--- config.mk ---
export PLATFORM = sky130hd
export DESIGN_NAME = ps_header_gen
export DESIGN_NICKNAME = d
export VERILOG_FILES = /design/src/rtl/ps_mux_pkg.sv /design/src/rtl/ps_header_gen.sv
export SDC_FILE = /design/constraint.sdc
export NUM_CORES = 1
export LEC_CHECK = 0
export CAP_MARGIN = 20
export CORE_AREA = 10 10 89 169
export CTS_BUF_LIST = sky130_fd_sc_hd__clkbuf_16
export CTS_CLUSTER_SIZE = 10
export DETAILED_ROUTE_END_ITERATION = 10
export DIE_AREA = 0 0 99 179
export HOLD_SLACK_MARGIN = 0.02
export PLACE_DENSITY_LB_ADDON = 0.1
export SYNTH_ARGS = -nofsm -noshare
export SYNTH_HDL_FRONTEND = slang
export SYNTH_SLANG_ARGS = --single-unit
--- constraint.sdc ---
create_clock -name clk -period 10 [get_ports clk]
set_input_delay 2 -clock clk [delete_from_list [all_inputs] [get_ports clk]]
set_output_delay 2 -clock clk [all_outputs]
set_load 0.03 [all_outputs]
--- src/rtl/ps_mux_pkg.sv ---
// rtl/ps_mux_pkg.sv - shared constants, state encoding and timestamp formatting for the program-stream mux
//
// Contents:
//   START_CODE / PACK_ID      start-code prefix and pack-header stream id
//   TS_PREFIX / TS_NONE       PTS prefix nibble and the "no timestamp" byte
//   *_BYTES                   byte counts of the pack, PES, STD and PTS fields
//   state_e                   header generator states
//   fmt_ts()                  33-bit timestamp -> 40-bit field with marker bits
package ps_mux_pkg;

    localparam logic [23:0] START_CODE = 24'h000001;
    localparam logic [7:0]  PACK_ID    = 8'hBA;
    localparam logic [3:0]  TS_PREFIX  = 4'b0010;
    localparam logic [7:0]  TS_NONE    = 8'h0F;

    localparam int PACK_BYTES = 12;
    localparam int PES_BYTES  = 6;
    localparam int STD_BYTES  = 2;
    localparam int PTS_BYTES  = 5;

    typedef enum logic [2:0] {
        ST_IDLE = 3'd0,
        ST_PACK = 3'd1,
        ST_PES  = 3'd2,
        ST_STD  = 3'd3,
        ST_TS   = 3'd4
    } state_e;

    // The same layout serves the SCR inside the pack header and the PTS field.
    function automatic logic [39:0] fmt_ts(input logic [3:0] prefix, input logic [32:0] ts);
        return {prefix, ts[32:30], 1'b1, ts[29:22], ts[21:15], 1'b1,
                ts[14:7], ts[6:0], 1'b1};
    endfunction

endpackage

--- src/rtl/ps_header_gen.sv ---
// rtl/ps_header_gen.sv - pack header and video PES header byte generator for the misc FIFO
//
// Ports:
//   clk, rst            clock, asynchronous active-high reset
//   clk_en              global clock enable
//   req_*               request: payload length, PTS enable/value, pack-header enable
//   scr, mux_rate       pack-header fields, sampled at accept
//   misc_afull          misc FIFO nearly full; holds emission
//   misc_out, misc_wr   header byte and its write strobe
//   len_err             one-cycle pulse when a request's PES length overflows
//   req_ready, busy     idle / not idle
// Configuration macro: PS_STD_BUFFER_EN inserts the 2-byte STD buffer field after the PES header.
module ps_header_gen #(
    parameter logic [7:0]  STREAM_ID = 8'hE0,
    parameter logic        STD_SCALE = 1'b1,
    parameter logic [12:0] STD_SIZE  = 13'd46
) (
    input  logic        clk,
    input  logic        rst,
    input  logic        clk_en,
    input  logic        req_valid,
    output logic        req_ready,
    input  logic [15:0] req_len,
    input  logic        req_pts_en,
    input  logic [32:0] req_pts,
    input  logic        req_pack,
    input  logic [32:0] scr,
    input  logic [21:0] mux_rate,
    input  logic        misc_afull,
    output logic [7:0]  misc_out,
    output logic        misc_wr,
    output logic        len_err,
    output logic        busy
);
    import ps_mux_pkg::*;

`ifdef PS_STD_BUFFER_EN
    localparam logic [16:0] STD_H = 17'd2;
`else
    localparam logic [16:0] STD_H = 17'd0;
`endif

    state_e      state_q, state_d;
    logic [3:0]  idx_q, idx_d;
    logic [7:0]  misc_out_q, misc_out_d;
    logic        misc_wr_q, misc_wr_d;
    logic        len_err_q, len_err_d;
    logic [15:0] plen_q, plen_d;
    logic        pts_en_q, pts_en_d;
    logic [32:0] pts_q, pts_d;
    logic [32:0] scr_q, scr_d;
    logic [21:0] mux_q, mux_d;

    logic        accept;
    logic [16:0] plen_calc;
    logic [39:0] scr_fmt, pts_fmt;
    logic [3:0]  last_idx;
    logic [7:0]  cur_byte;
    state_e      next_state;

    function automatic logic [7:0] ts_byte(input logic [39:0] v, input logic [3:0] k);
        case (k)
            4'd0:    return v[39:32];
            4'd1:    return v[31:24];
            4'd2:    return v[23:16];
            4'd3:    return v[15:8];
            default: return v[7:0];
        endcase
    endfunction

    assign accept    = clk_en && req_valid && (state_q == ST_IDLE);
    assign plen_calc = {1'b0, req_len} + (req_pts_en ? 17'd5 : 17'd1) + STD_H;
    assign scr_fmt   = fmt_ts(TS_PREFIX, scr_q);
    assign pts_fmt   = fmt_ts(TS_PREFIX, pts_q);

    always_comb begin
        last_idx   = 4'd0;
        next_state = ST_IDLE;
        case (state_q)
            ST_PACK: begin
                last_idx   = 4'(PACK_BYTES - 1);
                next_state = ST_PES;
            end
            ST_PES: begin
                last_idx   = 4'(PES_BYTES - 1);
`ifdef PS_STD_BUFFER_EN
                next_state = ST_STD;
`else
                next_state = ST_TS;
`endif
            end
            ST_STD: begin
                last_idx   = 4'(STD_BYTES - 1);
                next_state = ST_TS;
            end
            ST_TS: begin
                last_idx   = pts_en_q ? 4'(PTS_BYTES - 1) : 4'd0;
                next_state = ST_IDLE;
            end
            default: begin
                last_idx   = 4'd0;
                next_state = ST_IDLE;
            end
        endcase
    end

    always_comb begin
        cur_byte = 8'h00;
        case (state_q)
            ST_PACK: begin
                case (idx_q)
                    4'd0:    cur_byte = START_CODE[23:16];
                    4'd1:    cur_byte = START_CODE[15:8];
                    4'd2:    cur_byte = START_CODE[7:0];
                    4'd3:    cur_byte = PACK_ID;
                    4'd9:    cur_byte = {1'b1, mux_q[21:15]};
                    4'd10:   cur_byte = mux_q[14:7];
                    4'd11:   cur_byte = {mux_q[6:0], 1'b1};
                    default: cur_byte = ts_byte(scr_fmt, idx_q - 4'd4);
                endcase
            end
            ST_PES: begin
                case (idx_q)
                    4'd0:    cur_byte = START_CODE[23:16];
                    4'd1:    cur_byte = START_CODE[15:8];
                    4'd2:    cur_byte = START_CODE[7:0];
                    4'd3:    cur_byte = STREAM_ID;
                    4'd4:    cur_byte = plen_q[15:8];
                    default: cur_byte = plen_q[7:0];
                endcase
            end
            // Unreachable unless the STD field is enabled; next_state never selects it otherwise.
            ST_STD:  cur_byte = (idx_q == 4'd0) ? {2'b01, STD_SCALE, STD_SIZE[12:8]} : STD_SIZE[7:0];
            ST_TS:   cur_byte = pts_en_q ? ts_byte(pts_fmt, idx_q) : TS_NONE;
            default: cur_byte = 8'h00;
        endcase
    end

    always_comb begin
        state_d    = state_q;
        idx_d      = idx_q;
        misc_out_d = misc_out_q;
        misc_wr_d  = 1'b0;
        len_err_d  = 1'b0;
        plen_d     = plen_q;
        pts_en_d   = pts_en_q;
        pts_d      = pts_q;
        scr_d      = scr_q;
        mux_d      = mux_q;
        if (accept) begin
            pts_en_d = req_pts_en;
            pts_d    = req_pts;
            scr_d    = scr;
            mux_d    = mux_rate;
            plen_d   = plen_calc[15:0];
            idx_d    = 4'd0;
            if (plen_calc[16]) begin
                len_err_d = 1'b1;
            end else begin
                state_d = req_pack ? ST_PACK : ST_PES;
            end
        end else if (clk_en && !misc_afull && state_q != ST_IDLE) begin
            misc_out_d = cur_byte;
            misc_wr_d  = 1'b1;
            if (idx_q == last_idx) begin
                idx_d   = 4'd0;
                state_d = next_state;
            end else begin
                idx_d = idx_q + 4'd1;
            end
        end
    end

    always_ff @(posedge clk or posedge rst) begin
        if (rst) begin
            state_q    <= ST_IDLE;
            idx_q      <= 4'd0;
            misc_out_q <= 8'h00;
            misc_wr_q  <= 1'b0;
            len_err_q  <= 1'b0;
            plen_q     <= 16'd0;
            pts_en_q   <= 1'b0;
            pts_q      <= 33'd0;
            scr_q      <= 33'd0;
            mux_q      <= 22'd0;
        end else begin
            state_q    <= state_d;
            idx_q      <= idx_d;
            misc_out_q <= misc_out_d;
            misc_wr_q  <= misc_wr_d;
            len_err_q  <= len_err_d;
            plen_q     <= plen_d;
            pts_en_q   <= pts_en_d;
            pts_q      <= pts_d;
            scr_q      <= scr_d;
            mux_q      <= mux_d;
        end
    end

    assign misc_out  = misc_out_q;
    assign misc_wr   = misc_wr_q;
    assign len_err   = len_err_q;
    assign req_ready = (state_q == ST_IDLE);
    assign busy      = (state_q != ST_IDLE);

endmodule

==> impl_metrics.yaml <==
timing:
  layout_min_cycle_time_ns: 4.26
  max_freq_mhz: 235
  worst_clock_skew_ns: 0.00798
  hold_violations: 0
  rsz0062_at_grt: "false"
  setup_slack_ns: 5.74
  period_share: 0.426
  slew_headroom: 0.380
  finalMaxSlewViolations: 0
  worst_slew_pin_slew_ns: 0.930
  fin_tns_setup_ns: 0
  setup_viol: 0
worst_setup_path:
  startpoint_type: "flop"
  path_class: "flop to output pin"
  crit_path_end_kind: "output pin"
  crit_fanout: 11
  arrival_ns: 2.26
  r2r_cells: 7
  critPathRequiredTime_ns: 8.00
synthesis:
  synth_enable_flop_cells: 0
  async_flop_share: 1.00
  synth_simple_gate_area_frac: 0.261
  ys_seq_area_frac: 0.507
  ys.flop_type: "dfrtp_1"
  syn-num-nets: 831
  synth.cell_area_sq_mm: 0.00603
  synth-xor-area-share: 0.0203
  avgSynthCellArea_sq_um: 8.45
  ys_types: 60
  synth_cells: 713
  muxShareOfSynthArea: 0.00727
  synth_fa_ha_area_frac: 0.0145
  ys_ff_latch: 122
  synth_top_family_by_area: "simple AND/OR/NAND/NOR gates"
  yosys_warnings: 0
  synth_compound_area_frac: 0.148
power_and_ir_drop:
  p_sw_mw: 0.830
  seqPwrFrac: 0.403
  internal-power_mw: 1.37
  pwr-share-comb: 0.325
  ir_drop_mv: 0.183
  pwr-share-clk: 0.272
  leakage_nw: 3.66
  p_sw_frac: 0.378
  power_density_mw_per_mm2: 280
die:
  die_area_sq_mm: 0.0177
  num_rows: 58
  io-pin-count: 123
  start_util: 0.486
  coreArea_sq_mm: 0.0124
  die_w_um: 99
  die_h_um: 179
cells_and_area:
  drive_gt1_frac: 0.0593
  area_growth_pct: 30.4
  multi_input_area_sq_mm: 0.00273
  n_fill_cell: 1102
  register_area_sq_mm: 0.00305
  antennaDiodeCount: 0
  nets: 932
hold_path:
  holdPathStages: 2
  hold_class: "flop to flop"
route:
  drc: 0
  vias: 5416
  wl_per_cell_um: 18.4
  wl_mm: 18.0
  ant_nets: 0
  drt_iter0_drc: 556
  viasPerCell: 5.55
  drtPass1Iterations: 6
grt:
  grt_max_degree: 95
  grt_pass1_wl_mm: 28.3
  grt_pass1_vias: 5587
  track_usage: 0.199
  grt_antenna_before_repair: 0
  overflow: 0
clock_network:
  ctsRootBufferMaster: "clkbuf_16"
  clk_latency_ns: 0.41
  cts_buffers: 17
  cts_resized: 0
  hold_buffers: 0
  htree_levels: 4
  cts.sinks: 122
  clk_pin_slew_ns: 0.06
  cts_tree: "built"
  post_cts_buffers: 0
  clock_path_buffers: 2
outcome:
  status: "finished clean"
run:
  maxCapViolCount: 0
placement:
  dp_hpwl_mm: 12.7
  place_ws_ns: 5.68
  place_congestion: 0.914
  portBuffers: 122
-- state kept, by name, indices dropped and copies added (netlist names) --
signal,flops
idx_q,4
state_q,3
misc_out,8
pts_en_q,1
pts_q,33
mux_q,22
len_err,1
misc_wr,1
scr_q,33
plen_q,16
-- power by group through the flow --
stage          Sequential (mW)  Clock, mW  Combinational (mW)
2_1_floorplan            0.833          0               0.499
3_3_place_gp             0.882          0               0.688
3_5_place_dp             0.883          0               0.705
4_1_cts                  0.880      0.605               0.710
5_1_grt                  0.910      0.622               0.795
6_report                 0.885      0.597               0.715
-- path summary, 6_finish.rpt --
check / start / end / slack (ns)
max: state_q[0]$_DFFE_PP0P_ / req_ready / 5.74
min: mux_q[10]$_DFFE_PP0P_ / mux_q[10]$_DFFE_PP0P_ / 0.48
max reg2reg: idx_q[0]$_DFFE_PP0P_ / misc_out[0]$_DFFE_PP0P_ / 7.13
min reg2reg: mux_q[10]$_DFFE_PP0P_ / mux_q[10]$_DFFE_PP0P_ / 0.48
max in group asynchronous: rst / scr_q[4]$_DFFE_PP0P_ / 6.61
min in group asynchronous: rst / pts_q[9]$_DFFE_PP0P_ / 2.02
-- placed cells by master (no fill, tap or decap), drive strengths merged, types with 3 or more instances in the layout --
cell | synthesis | layout
inv | 10 | 13
buf | 21 | 6
nand2b | 4 | 4
nor2b | 5 | 5
o22ai | 3 | 3
clkinv | 0 | 8
mux2 | 3 | 3
clkbuf | 25 | 17
a32oi | 7 | 7
xnor2 | 7 | 7
xor2 | 7 | 7
a22o | 4 | 4
nor4 | 6 | 6
nor3 | 6 | 6
or3 | 3 | 3
a211o | 6 | 6
clkdlybuf4s50 | 0 | 122
nand4 | 3 | 3
o211ai | 4 | 4
a221oi | 3 | 3
nor2 | 19 | 19
ha | 7 | 7
a222oi | 9 | 9
a211oi | 6 | 6
dfrtp | 122 | 122
o21ai | 31 | 31
a21oi | 19 | 19
a22oi | 14 | 14
a31oi | 5 | 5
nand2 | 313 | 313
nand3 | 8 | 8
or3b | 3 | 3
and3 | 5 | 5
-- cell families after synthesis --
family,count (synthesis)
xor gates and xnor gates,14
AOI/OAI and AO/OA,127
muxes,4
DFF,122
and+or+nand+nor,383
buffers and inverters,56
adders and majority gates,7
-- routing by layer --
metal	global-route usage	wire length [um]
met1	0.222	7000
met2	0.354	9370
met3	0.0475	1190
met4	0.0792	437
met5	0	0
-- critical path, cell delays in order (launching register included) --
cell	delay, ns
dfrtp_1	0.55
or3_1	0.51
inv_2	0.12
clkdlybuf4s50_1	0.68
-- synthesized netlist by cell type, drive strengths merged (2+ instances only) --
cell      n  share of area
a211o     6         0.0087
a211oi    6         0.0075
a21oi    19          0.016
a221oi    3         0.0044
a222oi    9          0.015
a22o      4         0.0058
a22oi    14          0.017
a311oi    2         0.0029
a31oi     5         0.0052
a32oi     7          0.010
and2      2         0.0021
and3      5         0.0052
buf      21          0.020
clkbuf   25          0.016
dfrtp   122           0.51
ha        7          0.015
inv      10         0.0062
mux2      3         0.0056
nand2   313           0.19
nand2b    4         0.0042
nand3     8         0.0066
nand4     3         0.0031
nor2     19          0.012
nor2b     5         0.0052
nor3      6         0.0050
nor3b     2         0.0033
nor4      6         0.0062
o211ai    4         0.0050
o21ai    31          0.026
o22ai     3         0.0031
or3       3         0.0031
or3b      3         0.0044
xnor2     7          0.010
xor2      7          0.010
-- through the flow --
| step | instances | utilization | hold slack [ns] | area [sq um] | total power [mW] |
|---|---|---|---|---|---|
| 2_1_floorplan | 713 | - | 0.440 | 6030 | 1.33 |
| 3_3_place_gp | 944 | 0.586 | 0.455 | 7270 | 1.57 |
| 3_5_place_dp | 944 | 0.586 | 0.462 | 7270 | 1.59 |
| 4_1_cts | 975 | 0.632 | 0.476 | 7840 | 2.20 |
| 6_report | 976 | 0.633 | 0.476 | 7860 | 2.20 |
| 5_1_grt | 976 | 0.633 | 0.494 | 7860 | 2.33 |
-- layout make-up --
| type | instances | area share |
|---|---|---|
| multi-input cells | 535 | 0.347 |
| flip-flops and latches | 122 | 0.389 |
| well taps | 150 | 0.0239 |
| inverters | 10 | 0.00510 |
| clock buffers | 17 | 0.0541 |
| clock inverters | 14 | 0.0188 |
| repair buffers | 128 | 0.162 |
Power figures use the tool's default switching activity.
==> patch 1, RTL diff (same settings) <==
Remove the register `len_err_q`: a continuous assignment takes its place, so the output `len_err` follows one clock earlier.
--- a/src/rtl/ps_header_gen.sv
+++ b/src/rtl/ps_header_gen.sv
@@ -179,3 +179,2 @@
             misc_wr_q  <= 1'b0;
-            len_err_q  <= 1'b0;
             plen_q     <= 16'd0;
@@ -190,3 +189,2 @@
             misc_wr_q  <= misc_wr_d;
-            len_err_q  <= len_err_d;
             plen_q     <= plen_d;
@@ -199,2 +197,4 @@
 
+    assign len_err_q = len_err_d;
+
     assign misc_out  = misc_out_q;
Formal check against the unedited RTL: not equivalent (Yosys sat finds a counterexample within 4 cycles, from zero or initial values and one cycle with rst high).
==> patch 1 against the unedited design <==
Area after synthesis down 0.42%. Hold slack worse by 1.6 ps. Routed wire length up 0.61%. Total power down 0.80%. Clock skew down 0.81 ps. Worst setup slack worse by 2400 ps. Global-route usage up 0.28 points. Design area down 0.54%. Die area unchanged. Count of clock-buffer cells in the layout unchanged. Sequential cell count down 1. Critical endpoint is now len_err. Largest cell class unchanged.
==> patch 1: results (changes against the unedited design) <==
status: complete, no violations
dpl cells: 943 (-0.11%)
sequential area share after synthesis: 50.45% (-0.21 points)
Routed wire per std cell: 18.57 um (+0.71%)
H-tree depth: 4 (unchanged)
dpl hpwl: 13030 um (+2.3%)
Synth Area per Inst: 8.430 um2 (-0.28%)
Worst-Margin Slew: 952.7 ps (+22.45 ps)
syn nets: 830 (-0.12%)
setup bufs post-CTS: 0 (unchanged)
total negative slack: 0 ps (unchanged)
Area contributors post-synth: dfrtp_1 (50%), nand2_1 (20%), o21ai_0 (2.3%)
global-route wire length before repair: 28610 um (+1.0%)
Clock Skews: 7.172 ps (-0.8058 ps)
Finished Layout Cells: 975 (-0.10%)
leakage power: 3.638 nW (-0.65%)
Final GP Congestion: 0.9076 (-0.74%)
VDD IR-drop max: 203.2 uV (+11%)
Worst Path Arrival: 4660 ps (+2400 ps)
Rel. slew slack: 36.48% (-1.5 points)
synth cell count leaders: nand2_1 (313), dfrtp_1 (121), o21ai_0 (28)
Crit Path Max Fanout: 94 (+83)
CP peak stage delay: 750 ps (+70 ps)
1st-pass router iterations: 7 (+1)
share of cells above drive strength 1: 5.939% (+0.0072 points)
layout net count: 930 (-0.21%)
vias per cell: 5.573 (+0.44%)
CP delay by family, top: simple AND/OR/NAND/NOR gates
drt first-iter violations: 384 (-31%)
vias in the first global route: 5530 (-1.0%)
Total GRT Usage: 20.22% (+0.28 points)
-- patch 1: kinds of logic (layout without fill, tap and decap cells) --
kind of cell / count (synthesis) / count (layout) / share of synthesized area, %
simple gates: 383 / 383 / 26.25
compound gates: 127 / 127 / 14.84
xor+xnor: 14 / 14 / 2.043
mux: 4 / 4 / 0.7296
buf+inv: 56 / 169 / 4.232
fa+ha+maj: 7 / 7 / 1.459
flops: 121 / 121 / 50.45
-- patch 1: metrics by stage --
| stage | utilization [%] | cell area (um2) | setup slack [ps] | hold slack, ps | total power [mW] |
|---|---|---|---|---|---|
| final | 62.97 | 7814 | 3343 | 474.4 | 2.179 |
| after CTS | 62.97 | 7814 | 3251 | 478.2 | 2.184 |
| after detailed placement | 58.38 | 7244 | 3260 | 458.9 | 1.587 |
| after global routing | 62.97 | 7814 | 3131 | 498.2 | 2.315 |
| after floorplan | - | 6002 | 4386 | 440.4 | 1.328 |
| after global placement | 58.38 | 7244 | 3239 | 452.1 | 1.570 |
-- patch 1: path summary, 6_finish.rpt --
path,startpoint,end,slack [ps],depth (start not counted)
max,clk_en,len_err,3340,6
min,pts_q[25]$_DFFE_PP0P_,pts_q[25]$_DFFE_PP0P_,470,2
max reg2reg,idx_q[1]$_DFFE_PP0P_,misc_out[6]$_DFFE_PP0P_,7000,8
min reg2reg,pts_q[25]$_DFFE_PP0P_,pts_q[25]$_DFFE_PP0P_,470,2
max in group asynchronous,rst,pts_q[17]$_DFFE_PP0P_,6620,3
min in group asynchronous,rst,pts_q[7]$_DFFE_PP0P_,2010,2
-- patch 1: layout make-up --
class	count	area, um2
flip-flops and latches	121	3028
clock buffers	17	425.4
well taps	150	187.7
inverters	10	40.04
fillers	1108	4596
repair buffers	127	1259
multi-input cells	535	2730
clock inverters	15	143.9
-- patch 1: metal layers --
layer | vias to the layer above | part of all wire [%] | global-route usage [%]
li1 | 2610 | - | -
met1 | 2582 | 40 | 24.05
met2 | 204 | 51 | 33.83
met3 | 38 | 5.9 | 4.593
met4 | 0 | 3.1 | 9.124
met5 | - | 0 | 0
-- patch 1: power by group --
| group | switching (mW) | internal, mW |
|---|---|---|
| sequential | 0.167 | 0.707 |
| combinational | 0.427 | 0.285 |
| clock | 0.246 | 0.347 |
| total | 0.839 | 1.34 |
-- patch 1: tightest hold or removal path, stage by stage, from the launching register on --
cell,delay (ps)
dfrtp_1,340
nand2_1,50
nand2_1,50
==> patch 2, RTL diff (config.mk and constraints unchanged) <==
Without the edit above. The parameter `STD_SCALE` goes from 1'b1 to 1'b0.
--- a/src/rtl/ps_header_gen.sv
+++ b/src/rtl/ps_header_gen.sv
@@ -14,3 +14,3 @@
     parameter logic [7:0]  STREAM_ID = 8'hE0,
-    parameter logic        STD_SCALE = 1'b1,
+    parameter logic        STD_SCALE = 1'b0,
     parameter logic [12:0] STD_SIZE  = 13'd46
Function: same outputs for any inputs over 10 cycles, from zero or initial values and one cycle with rst high; that may be too few to reach the edited logic, so the function may still have changed.
==> patch 2 against the unedited design <==
Worst setup slack gained 10 ps. Area after synthesis rose by 1.4%. Sequential cell count is the same. Total power increased by 7.2%. Maximum frequency up 0.24%. Die area unchanged. Design area increased by 2.2%. Routed wire length grew 0.22%. Non-clock buffer count is 1 higher. Largest power group unchanged.
==> patch 2: results (changes against the unedited design) <==
Comb power frac: 35.1% (+2.6 points)
Worst-Margin Slew: 951.5 ps (+21.20 ps)
multi-input gate count: 532 (-0.56%)
R2R setup slack: 7260 ps (+130 ps)
leakage power: 3.662 nW (about the same)
synth unique cells: 70 (+17%)
Crit Path Max Fanout: 96 (+85)
compound-gate portion of the synthesized area: 15.68% (+0.90 points)
WL met3: 1093 um (-7.8%)
VDD IR-drop max: 182.4 uV (-0.16%)
P_int: 1.454 mW (+6.4%)
met3 Use GR: 4.631% (-0.12 points)
Final GP Congestion: 0.8973 (-1.9%)
Non-CTS buffers: 129 (+0.78%)
drt first-iter violations: 430 (-23%)
Clock Skews: 12.88 ps (+4.899 ps)
dpl hpwl: 12480 um (-2.0%)
Vias: 5454 (+0.70%)
status: complete, no violations
hold path startpoint: mux_q[7]$_DFFE_PP0P_
seq_cells: 122 (unchanged)
Worst Hold Endpoint: mux_q[7]$_DFFE_PP0P_
xor/xnor share of the synthesized area: 2.006% (-0.029 points)
Total GRT Usage: 20.40% (+0.46 points)
vias in the first global route: 5641 (+0.97%)
synth cell count leaders: nand2_1 (300), dfrtp_1 (122), o21ai_0 (25)
fillcell total: 1057 (-4.1%)
share of cells above drive strength 1: 7.255% (+1.3 points)
syn nets: 829 (-0.24%)
Critical Path Start: clk_en
Setup crit end: state_q[1]$_DFFE_PP0P_
clock share of power: 27.5% (+0.3 points)
-- patch 2: cell count changes after synthesis, moves of 3 or more --
cell / delta
a211o_1: -5
a211oi_1: -4
a22oi_1: +10
buf_2: +7
buf_6: -3
clkbuf_1: -5
nand2_1: -13
nand3_1: +7
nor2_1: -3
nor4_1: -5
o211ai_1: +6
o21ai_0: -3
-- patch 2: worst max-delay path: stages --
cell and delay, ps:
clkdlybuf4s50_1 490, nor2b_1 340, and3_2 230, buf_4 670
a41o_2 370, a21oi_4 50, mux2_4 320
-- patch 2: stage by stage --
| step | cells | hold WS, ps | power (mW) | instance area, um2 | setup WS, ps |
|---|---|---|---|---|---|
| global route | 977 | 486.3 | 2.505 | 8033 | 5639 |
| CTS | 975 | 472.7 | 2.351 | 7998 | 5712 |
| global placement | 943 | 458.0 | 1.671 | 7373 | 5391 |
| finish | 977 | 470.5 | 2.354 | 8033 | 5749 |
| detailed placement | 943 | 458.9 | 1.692 | 7373 | 5312 |
| floorplan | 711 | 438.5 | 1.405 | 6113 | 4757 |
